File: src/rtl/duck_sprite_drawer.sv
`default_nettype none
// ============================================================================
// Module   : duck_sprite_drawer
// Brief    : Erases the duck's previous 8x8 box, then plots the 8x8 sprite at
//            the new position, one clipped pixel write per cycle.
// Revision : 1.0 - initial release
// ============================================================================
module duck_sprite_drawer #(
    parameter logic [63:0] SPRITE_MASK   = 64'h183C_7EFF_FF7E_3C18,
    parameter logic [2:0]  SPRITE_COLOUR = 3'b110,
    parameter logic [2:0]  BG_COLOUR     = 3'b000
) (
    input  logic       clock,
    input  logic       reset,
    input  logic       start,
    input  logic       erase_only,
    input  logic [7:0] new_x,
    input  logic [6:0] new_y,
    output logic       busy,
    output logic       done,
    output logic [7:0] x_out,
    output logic [6:0] y_out,
    output logic [2:0] colour,
    output logic       plot
);

    localparam logic [1:0] S_IDLE   = 2'd0;
    localparam logic [1:0] S_ERASE  = 2'd1;
    localparam logic [1:0] S_DRAW   = 2'd2;
    localparam logic [1:0] S_FINISH = 2'd3;

    localparam logic [8:0] X_LIMIT = 9'd160;
    localparam logic [7:0] Y_LIMIT = 8'd120;

    logic [1:0] state_q, state_d;
    logic [5:0] cnt_q, cnt_d;
    logic [7:0] old_x_q;
    logic [6:0] old_y_q;
    logic       valid_q;
    logic [7:0] req_x_q;
    logic [6:0] req_y_q;
    logic       req_erase_only_q;

    logic [7:0] x_out_q, x_out_d;
    logic [6:0] y_out_q, y_out_d;
    logic [2:0] colour_q, colour_d;
    logic       plot_q, plot_d;
    logic       busy_q, busy_d;
    logic       done_q, done_d;

    logic       w_accept;
    logic [7:0] w_base_x;
    logic [6:0] w_base_y;
    logic [8:0] w_sum_x;
    logic [7:0] w_sum_y;
    logic       w_in_range;

    // FINISH accepts a new request exactly like IDLE, giving back-to-back runs.
    always_comb begin
        state_d  = state_q;
        cnt_d    = cnt_q;
        w_accept = 1'b0;
        case (state_q)
            S_IDLE, S_FINISH: begin
                state_d = S_IDLE;
                if (start) begin
                    w_accept = 1'b1;
                    cnt_d    = 6'd0;
                    if (valid_q) begin
                        state_d = S_ERASE;
                    end else if (!erase_only) begin
                        state_d = S_DRAW;
                    end else begin
                        state_d = S_FINISH;
                    end
                end
            end
            S_ERASE: begin
                cnt_d = cnt_q + 6'd1;
                if (cnt_q == 6'd63) begin
                    state_d = req_erase_only_q ? S_FINISH : S_DRAW;
                end
            end
            S_DRAW: begin
                cnt_d = cnt_q + 6'd1;
                if (cnt_q == 6'd63) begin
                    state_d = S_FINISH;
                end
            end
            default: state_d = S_IDLE;
        endcase
    end

    // Outputs are computed from the state being entered so they are registered
    // yet the first pixel still appears in the cycle right after acceptance.
    always_comb begin
        w_base_x = req_x_q;
        w_base_y = req_y_q;
        if (state_d == S_ERASE) begin
            w_base_x = old_x_q;
            w_base_y = old_y_q;
        end else if (w_accept) begin
            w_base_x = new_x;
            w_base_y = new_y;
        end

        w_sum_x    = {1'b0, w_base_x} + {6'd0, cnt_d[2:0]};
        w_sum_y    = {1'b0, w_base_y} + {5'd0, cnt_d[5:3]};
        w_in_range = (w_sum_x < X_LIMIT) && (w_sum_y < Y_LIMIT);

        x_out_d  = x_out_q;
        y_out_d  = y_out_q;
        colour_d = colour_q;
        plot_d   = 1'b0;
        case (state_d)
            S_ERASE: begin
                x_out_d  = w_sum_x[7:0];
                y_out_d  = w_sum_y[6:0];
                colour_d = BG_COLOUR;
                plot_d   = w_in_range;
            end
            S_DRAW: begin
                x_out_d  = w_sum_x[7:0];
                y_out_d  = w_sum_y[6:0];
                colour_d = SPRITE_COLOUR;
                plot_d   = w_in_range & SPRITE_MASK[cnt_d];
            end
            default: ;
        endcase

        busy_d = (state_d == S_ERASE) || (state_d == S_DRAW);
        done_d = (state_d == S_FINISH);
    end

    always_ff @(posedge clock or negedge reset) begin
        if (!reset) begin
            state_q          <= S_IDLE;
            cnt_q            <= 6'd0;
            old_x_q          <= 8'd0;
            old_y_q          <= 7'd0;
            valid_q          <= 1'b0;
            req_x_q          <= 8'd0;
            req_y_q          <= 7'd0;
            req_erase_only_q <= 1'b0;
            x_out_q          <= 8'd0;
            y_out_q          <= 7'd0;
            colour_q         <= 3'd0;
            plot_q           <= 1'b0;
            busy_q           <= 1'b0;
            done_q           <= 1'b0;
        end else begin
            state_q  <= state_d;
            cnt_q    <= cnt_d;
            x_out_q  <= x_out_d;
            y_out_q  <= y_out_d;
            colour_q <= colour_d;
            plot_q   <= plot_d;
            busy_q   <= busy_d;
            done_q   <= done_d;

            if (w_accept) begin
                req_x_q          <= new_x;
                req_y_q          <= new_y;
                req_erase_only_q <= erase_only;
            end

            // Any path into FINISH other than from DRAW is an erase-only request.
            if (state_d == S_FINISH) begin
                if (state_q == S_DRAW) begin
                    old_x_q <= req_x_q;
                    old_y_q <= req_y_q;
                    valid_q <= 1'b1;
                end else begin
                    valid_q <= 1'b0;
                end
            end
        end
    end

    assign x_out  = x_out_q;
    assign y_out  = y_out_q;
    assign colour = colour_q;
    assign plot   = plot_q;
    assign busy   = busy_q;
    assign done   = done_q;

endmodule
`default_nettype wire

File: config.mk
export PLATFORM = sky130hd
export DESIGN_NAME = duck_sprite_drawer
export DESIGN_NICKNAME = d
export VERILOG_FILES = /design/src/rtl/duck_sprite_drawer.sv
export SDC_FILE = /design/constraint.sdc
export NUM_CORES = 1
export LEC_CHECK = 0
export CAP_MARGIN = 10
export CORE_UTILIZATION = 45
export DETAILED_ROUTE_END_ITERATION = 8
export MAX_ROUTING_LAYER = met4
export PLACE_DENSITY = 0.66
export SLEW_MARGIN = 20
export SYNTH_ARGS = -nofsm -noshare
export SYNTH_HDL_FRONTEND = slang
export SYNTH_SLANG_ARGS = --single-unit
File: constraint.sdc
create_clock -name clock -period 7.1 [get_ports clock]
set_input_delay 0.71 -clock clock [delete_from_list [all_inputs] [get_ports clock]]
set_output_delay 0.71 -clock clock [all_outputs]
set_load 0.05 [all_outputs]
==> results.json, run 1 <==
{
  "outcome": "finished clean",
  "cap_violations": 0,
  "synthTopCellsByArea": "dfrtp_1 43%, mux2_2 13%, ha_1 4.8%",
  "synth_flop_cell": "dfrtp_1",
  "worstHoldPathType": "reg2reg",
  "rsz0062_at_grt": "false",
  "relSlewSlack": 0.398,
  "finalWirelength_um": 6890,
  "postSynth.asyncResetShare": 1.00,
  "max_freq_mhz": 200,
  "hold_viol_final": 0,
  "htree_levels": 3,
  "synth_edf_count": 0,
  "slowest_delay_ns": 0.83,
  "cts_tree": "done",
  "clk_pin_slew_ns": 0.06,
  "setup_viol": 0,
  "crit_top_cell": "inv_1",
  "drive_gt1_frac": 0.219,
  "io_pins": 40,
  "fin_crit_sh": 0.704,
  "clockBufferDepth": 2,
  "postCtsSetupBuffers": 0,
  "synth_cell_types": 56,
  "finalNetCount": 376,
  "clkSinkCount": 59,
  "cts.repair.resized": 0,
  "io_buffers": 38,
  "grt_overflow_total": 0,
  "grt_start_max_net_pins": 60,
  "tightest_slew_ns": 0.904,
  "synth.most_common_cell": "dfrtp_1",
  "placementRows": 31,
  "synth_top_family_by_area": "simple AND/OR/NAND/NOR gates",
  "cp-end-kind": "flop",
  "synth_top_area_share": 0.434,
  "path_cells": "inv_1 -> ha_1 -> nand2_2 -> o22ai_1 -> inv_1 -> ha_1 -> buf_4 -> mux2_2 -> ha_1 -> inv_1 -> fa_1 -> inv_1 -> a21oi_1 -> nor2_2 -> a211o_1 -> a22o_1 -> nor4_2",
  "irDropWorstVdd_mv": 0.122,
  "synth_area_mm2": 0.00340,
  "drcViolationCount": 0,
  "regArea_mm2": 0.00148,
  "r2r_slack_ns": 2.10,
  "initial_core_util": 0.467,
  "ys_ff_latch": 59,
  "gp_congestion": 0.812,
  "syn_nets": 342,
  "avgRoutedWirePerCell_um": 15.4,
  "core_area_mm2": 0.00729,
  "start_kind": "flop",
  "root_buffer": "clkbuf_8",
  "synth-xor-area-share": 0.0437,
  "yosys.area_share.simple": 0.148,
  "synth_area_per_cell_um2": 11.1,
  "grt_pass1_vias": 2295,
  "yosysSeqAreaShare": 0.434,
  "postRouteAntennaNets": 0,
  "die_h_um": 89.0,
  "dieWidth_um": 89.0,
  "gr-usage-all-layers": 0.200,
  "critical_path_class": "reg2reg",
  "power.density_mw_per_mm2": 284,
  "crit_required_ns": 7.35,
  "yosys-mux-area-fraction": 0.135,
  "finalMaxSlewViolations": 0,
  "die_area_mm2": 0.00792,
  "cts_made_buffers": 9,
  "synth_top_cell_by_area": "dfrtp_1",
  "postSynthCellCount": 308,
  "antenna_found_initial": 0,
  "synth_commonest_cells": "59 x dfrtp_1, 38 x mux2_2, 27 x nand2_1, 18 x o21ai_0, 16 x inv_1",
  "setup_tns_ns": 0,
  "drt_iter0_markers": 76,
  "vias_per_cell": 5.35,
  "clock_skew_ns": 0.00877,
  "area_delta_synth_final_pct": 17.9,
  "holdWs_ns": 0.489,
  "drt_first_pass_iters": 4,
  "fillers": 662,
  "grt_pass1_wl_um": 11300,
  "finalCriticalPeriod_ns": 5.00,
  "synth_compound_area_frac": 0.128,
  "vias": 2387,
  "cp_max_fo": 37,
  "hpwlAfterDp_um": 4670,
  "yosys_warnings": 0,
  "hold_buffers": 0,
  "synthAdderAreaFrac": 0.0595,
  "clock_latency_ns": 0.34,
  "worstPathArrival_ns": 5.25,
  "power.leakage_nw": 1.85,
  "diodes": 0,
  "cpMaxStageDelayCell": "ha_1",
  "multi_input_area_mm2": 0.00176
}
-- area by class of cell --
type,count,area share
clock inverters,6,0.0200
well taps,99,0.0309
repair buffers,40,0.0973
inverters,16,0.0150
flip-flops and latches,59,0.368
multi-input cells,216,0.437
clock buffers,10,0.0318
-- state kept, by name (all words and copies together) (netlist names) --
register          count
colour                1
req_erase_only_q      1
cnt_q                 6
state_q               2
plot                  1
req_y_q               7
req_x_q               8
y_out                 7
old_y_q               7
valid_q               1
old_x_q               8
x_out                 8
busy                  1
done                  1
-- routing by layer --
layer,global-route usage,share of wire
met2,0.306,0.45
met4,0.0693,0.013
met5,-,0
met1,0.257,0.50
met3,0.0526,0.034
-- path summary, 6_finish.rpt --
check,depth (start not counted),to,from
max,17,plot$_DFF_PN0_,state_q[0]$_DFF_PN0_
min,2,y_out[1]$_DFFE_PN0P_,y_out[1]$_DFFE_PN0P_
max in group asynchronous,2,cnt_q[4]$_DFF_PN0_,reset
min in group asynchronous,2,req_y_q[1]$_DFF_PN0_,reset
max reg2reg,17,plot$_DFF_PN0_,state_q[0]$_DFF_PN0_
min reg2reg,2,y_out[1]$_DFFE_PN0P_,y_out[1]$_DFFE_PN0P_
-- power breakdown --
group,leakage (nW),total (mW),internal [mW],switching (mW)
sequential,0.759,0.422,0.386,0.0359
combinational,0.982,0.388,0.151,0.237
clock,0.110,0.328,0.195,0.133
-- through the flow --
step | util | worst slack, ns | cells | power, mW | instance area (um^2)
final | 0.550 | 2.10 | 446 | 1.14 | 4010
after global routing | 0.550 | 1.74 | 446 | 1.20 | 4010
after CTS | 0.550 | 2.09 | 446 | 1.15 | 4010
after detailed placement | 0.522 | 1.89 | 430 | 0.819 | 3810
after global placement | 0.522 | 2.12 | 430 | 0.810 | 3810
after floorplan | - | 2.68 | 308 | 0.704 | 3400
-- logic make-up (layout without fill, tap and decap cells) --
logic type	count (synthesis)	in the layout
compound gates	56	56
simple gates	86	86
flops	59	59
mux	41	41
xor+xnor	17	17
other cells	1	1
fa+ha+maj	15	15
buf+inv	33	72
-- placed cells by master (no fill, tap or decap), types with 3 or more instances in the layout --
cell type,netlist,routed
dfrtp_1,59,59
a221oi_2,6,6
clkdlybuf4s50_1,0,37
clkbuf_8,0,9
o21ai_0,18,18
nand3_1,8,8
nor4_1,3,3
mux2i_1,3,3
nand2b_1,4,4
nor2_1,6,6
inv_1,16,16
or2_2,5,5
a31oi_1,3,3
xnor2_1,7,7
nand3b_1,3,3
nand2_1,27,27
and4b_1,6,6
mux2_2,38,38
a21oi_1,5,5
nor2b_1,10,10
xor2_1,10,10
ha_1,13,13
clkinv_2,0,4
-- critical path, delay by kind of cell (launching register included) --
family                     cells  cell delay [ns]
and+or+nand+nor                3             0.94
DFF                            1             0.35
AOI/OAI and AO/OA              4             1.32
buffers and inverters          5             0.54
adders and majority gates      4             1.39
muxes                          1             0.33
Power figures use the tool's default switching activity.
==> inputs of run 2 (changes only) <==
==> constraint.sdc (replaced) <==
create_clock -name clock -period 5.1 [get_ports clock]
set_input_delay 0.51 -clock clock [delete_from_list [all_inputs] [get_ports clock]]
set_output_delay 0.51 -clock clock [all_outputs]
set_load 0.05 [all_outputs]
==> run 2 against run 1 <==
- cell area is 0.22% higher
- via count is 0.29% lower
- clock power is 30% higher
- worst hold slack worse by 0.17 ns
- flip-flop and latch count stayed put
- global-route usage is 0.35 points higher
- total power is 37% higher
- worst setup slack worse by 1.2 ns
- core utilization is 0.12 points higher
- clock skew hardly changed
- final cell count is 0.67% higher
- first-iteration DRC count is 51% higher
- critical path type unchanged
- largest cell class unchanged
- largest power group unchanged
- highest routed layer unchanged
==> results.json, run 2 (synthesis gave the netlist of run 1 again) <==
{
  "outcome": "finished clean",
  "start_kind": "flop",
  "placementRows": 31,
  "rr_startpoint": "cnt_q[0]$_DFF_PN0_",
  "finalMaxSlewViolations": 0,
  "clkSinkCount": 59,
  "hold_buffers": 0,
  "worstPathArrival_ns": 4.48,
  "clockBufferDepth": 2,
  "final_cell_mix": "59 x dfrtp_1, 38 x mux2_2, 37 x clkdlybuf4s50_1",
  "internal_power_mw": 0.987,
  "drt_first_pass_iters": 4,
  "max_freq_mhz": 237,
  "critPathLaunch": "cnt_q[0]$_DFF_PN0_",
  "grt_start_max_net_pins": 60,
  "critical_path_class": "reg2reg",
  "worstHoldPathType": "in2async",
  "fin_area_mm2": 0.00402,
  "seq_power_share": 0.376,
  "dpl_cell_area_mm2": 0.00383,
  "crit_required_ns": 5.35,
  "cp_max_fo": 9,
  "gp_congestion": 0.854,
  "htree_levels": 3,
  "cts_made_buffers": 9,
  "core_area_mm2": 0.00729,
  "antenna_found_initial": 0,
  "finalWirelength_um": 7030,
  "dieWidth_um": 89.0,
  "rsz0062_at_grt": "false",
  "finalCriticalPeriod_ns": 4.23,
  "clkPwrFrac": 0.274,
  "die_area_mm2": 0.00792,
  "gr-usage-all-layers": 0.204,
  "power.leakage_nw": 1.85,
  "io_buffers": 38,
  "switchingPower_mw": 0.572,
  "clock_latency_ns": 0.34,
  "cts.repair.resized": 0,
  "initial_core_util": 0.467,
  "drt_iter0_markers": 115,
  "clock_skew_ns": 0.00858,
  "fin_crit_sh": 0.829,
  "holdWs_ns": 0.323,
  "mostFrequentLayoutCell": "dfrtp_1",
  "drcViolationCount": 0,
  "vias_per_cell": 5.30,
  "postCtsSetupBuffers": 0,
  "setup_tns_ns": 0,
  "setup_viol": 0,
  "area_delta_synth_final_pct": 18.2,
  "avgRoutedWirePerCell_um": 15.7,
  "irDropWorstVdd_mv": 0.185,
  "root_buffer": "clkbuf_8",
  "tightest_slew_ns": 0.894,
  "cap_violations": 0,
  "power.density_mw_per_mm2": 387,
  "postRouteAntennaNets": 0,
  "power_frac_comb": 0.349,
  "diodes": 0,
  "io_pins": 40,
  "grt_pass1_wl_um": 11700,
  "vias": 2380,
  "p_sw_frac": 0.367,
  "relSlewSlack": 0.404,
  "hpwlAfterDp_um": 4790,
  "die_h_um": 89.0,
  "cp-end-kind": "flop",
  "cts_tree": "done",
  "grt_pass1_vias": 2349,
  "hold_viol_final": 0,
  "grt_overflow_total": 0,
  "drive_gt1_frac": 0.226,
  "finalNetCount": 379,
  "clk_pin_slew_ns": 0.07
}
[run 2: changes by cell type in the layout (fill, tap and decap cells not counted)]
cell / delta
buf_4: +3
clkinvlp_4: +1
clkinv_2: -1
clkbuf_8: +1
bufinv_16: -1
[run 2: path summary, 6_finish.rpt]
kind | to | slack [ns] | cells past startpoint
max | plot$_DFF_PN0_ | 0.87 | 17
min | cnt_q[5]$_DFF_PN0_ | 0.32 | 2
max reg2reg | plot$_DFF_PN0_ | 0.87 | 17
min reg2reg | y_out[1]$_DFFE_PN0P_ | 0.49 | 2
max in group asynchronous | cnt_q[0]$_DFF_PN0_ | 4.28 | 2
min in group clock | y_out[1]$_DFFE_PN0P_ | 0.49 | 2
[run 2: routing by layer]
layer	up-vias	GRT usage	routed length (um)
met5	-	-	0
met4	0	0.0664	78
met3	6	0.0425	307
met2	55	0.306	3080
met1	1147	0.276	3560
li1	1172	-	-
[run 2: worst max-delay path, stage by stage, from the launching register on]
cell and delay [ns]:
dfrtp_1 0.52, ha_1 0.26, nand2_1 0.06, or2_2 0.29, a221oi_1 0.33, nor2_1 0.12
inv_1 0.11, ha_1 0.47, mux2_2 0.40, ha_1 0.19, inv_1 0.07, fa_1 0.20
inv_1 0.05, a21oi_1 0.27, nor2_2 0.07, a211o_1 0.29, a22o_1 0.21, nor4_2 0.24
[run 2: layout make-up]
class,instances,area (um^2)
clock inverters,5,52.6
repair buffers,43,413
well taps,99,124
multi-input cells,216,1760
clock buffers,11,141
fillers,681,3270
inverters,16,60.1
flip-flops and latches,59,1480
[run 2: power groups by stage]
stage               clock network [mW]  logic (mW)  registers, mW
floorplan                            0       0.254          0.725
global placement                     0       0.541          0.591
detailed placement                   0       0.546          0.596
CTS                              0.439       0.547          0.587
global route                     0.458       0.588          0.597
finish                           0.427       0.544          0.586
[run 2: through the flow]
step / setup WS, ns / util / instances / total power, mW
after CTS: 0.861 / 0.552 / 449 / 1.57
after global placement: 1.01 / 0.525 / 433 / 1.13
after floorplan: 0.676 / - / 308 / 0.979
final: 0.873 / 0.552 / 449 / 1.56
after detailed placement: 0.920 / 0.525 / 433 / 1.14
after global routing: 0.581 / 0.552 / 449 / 1.64
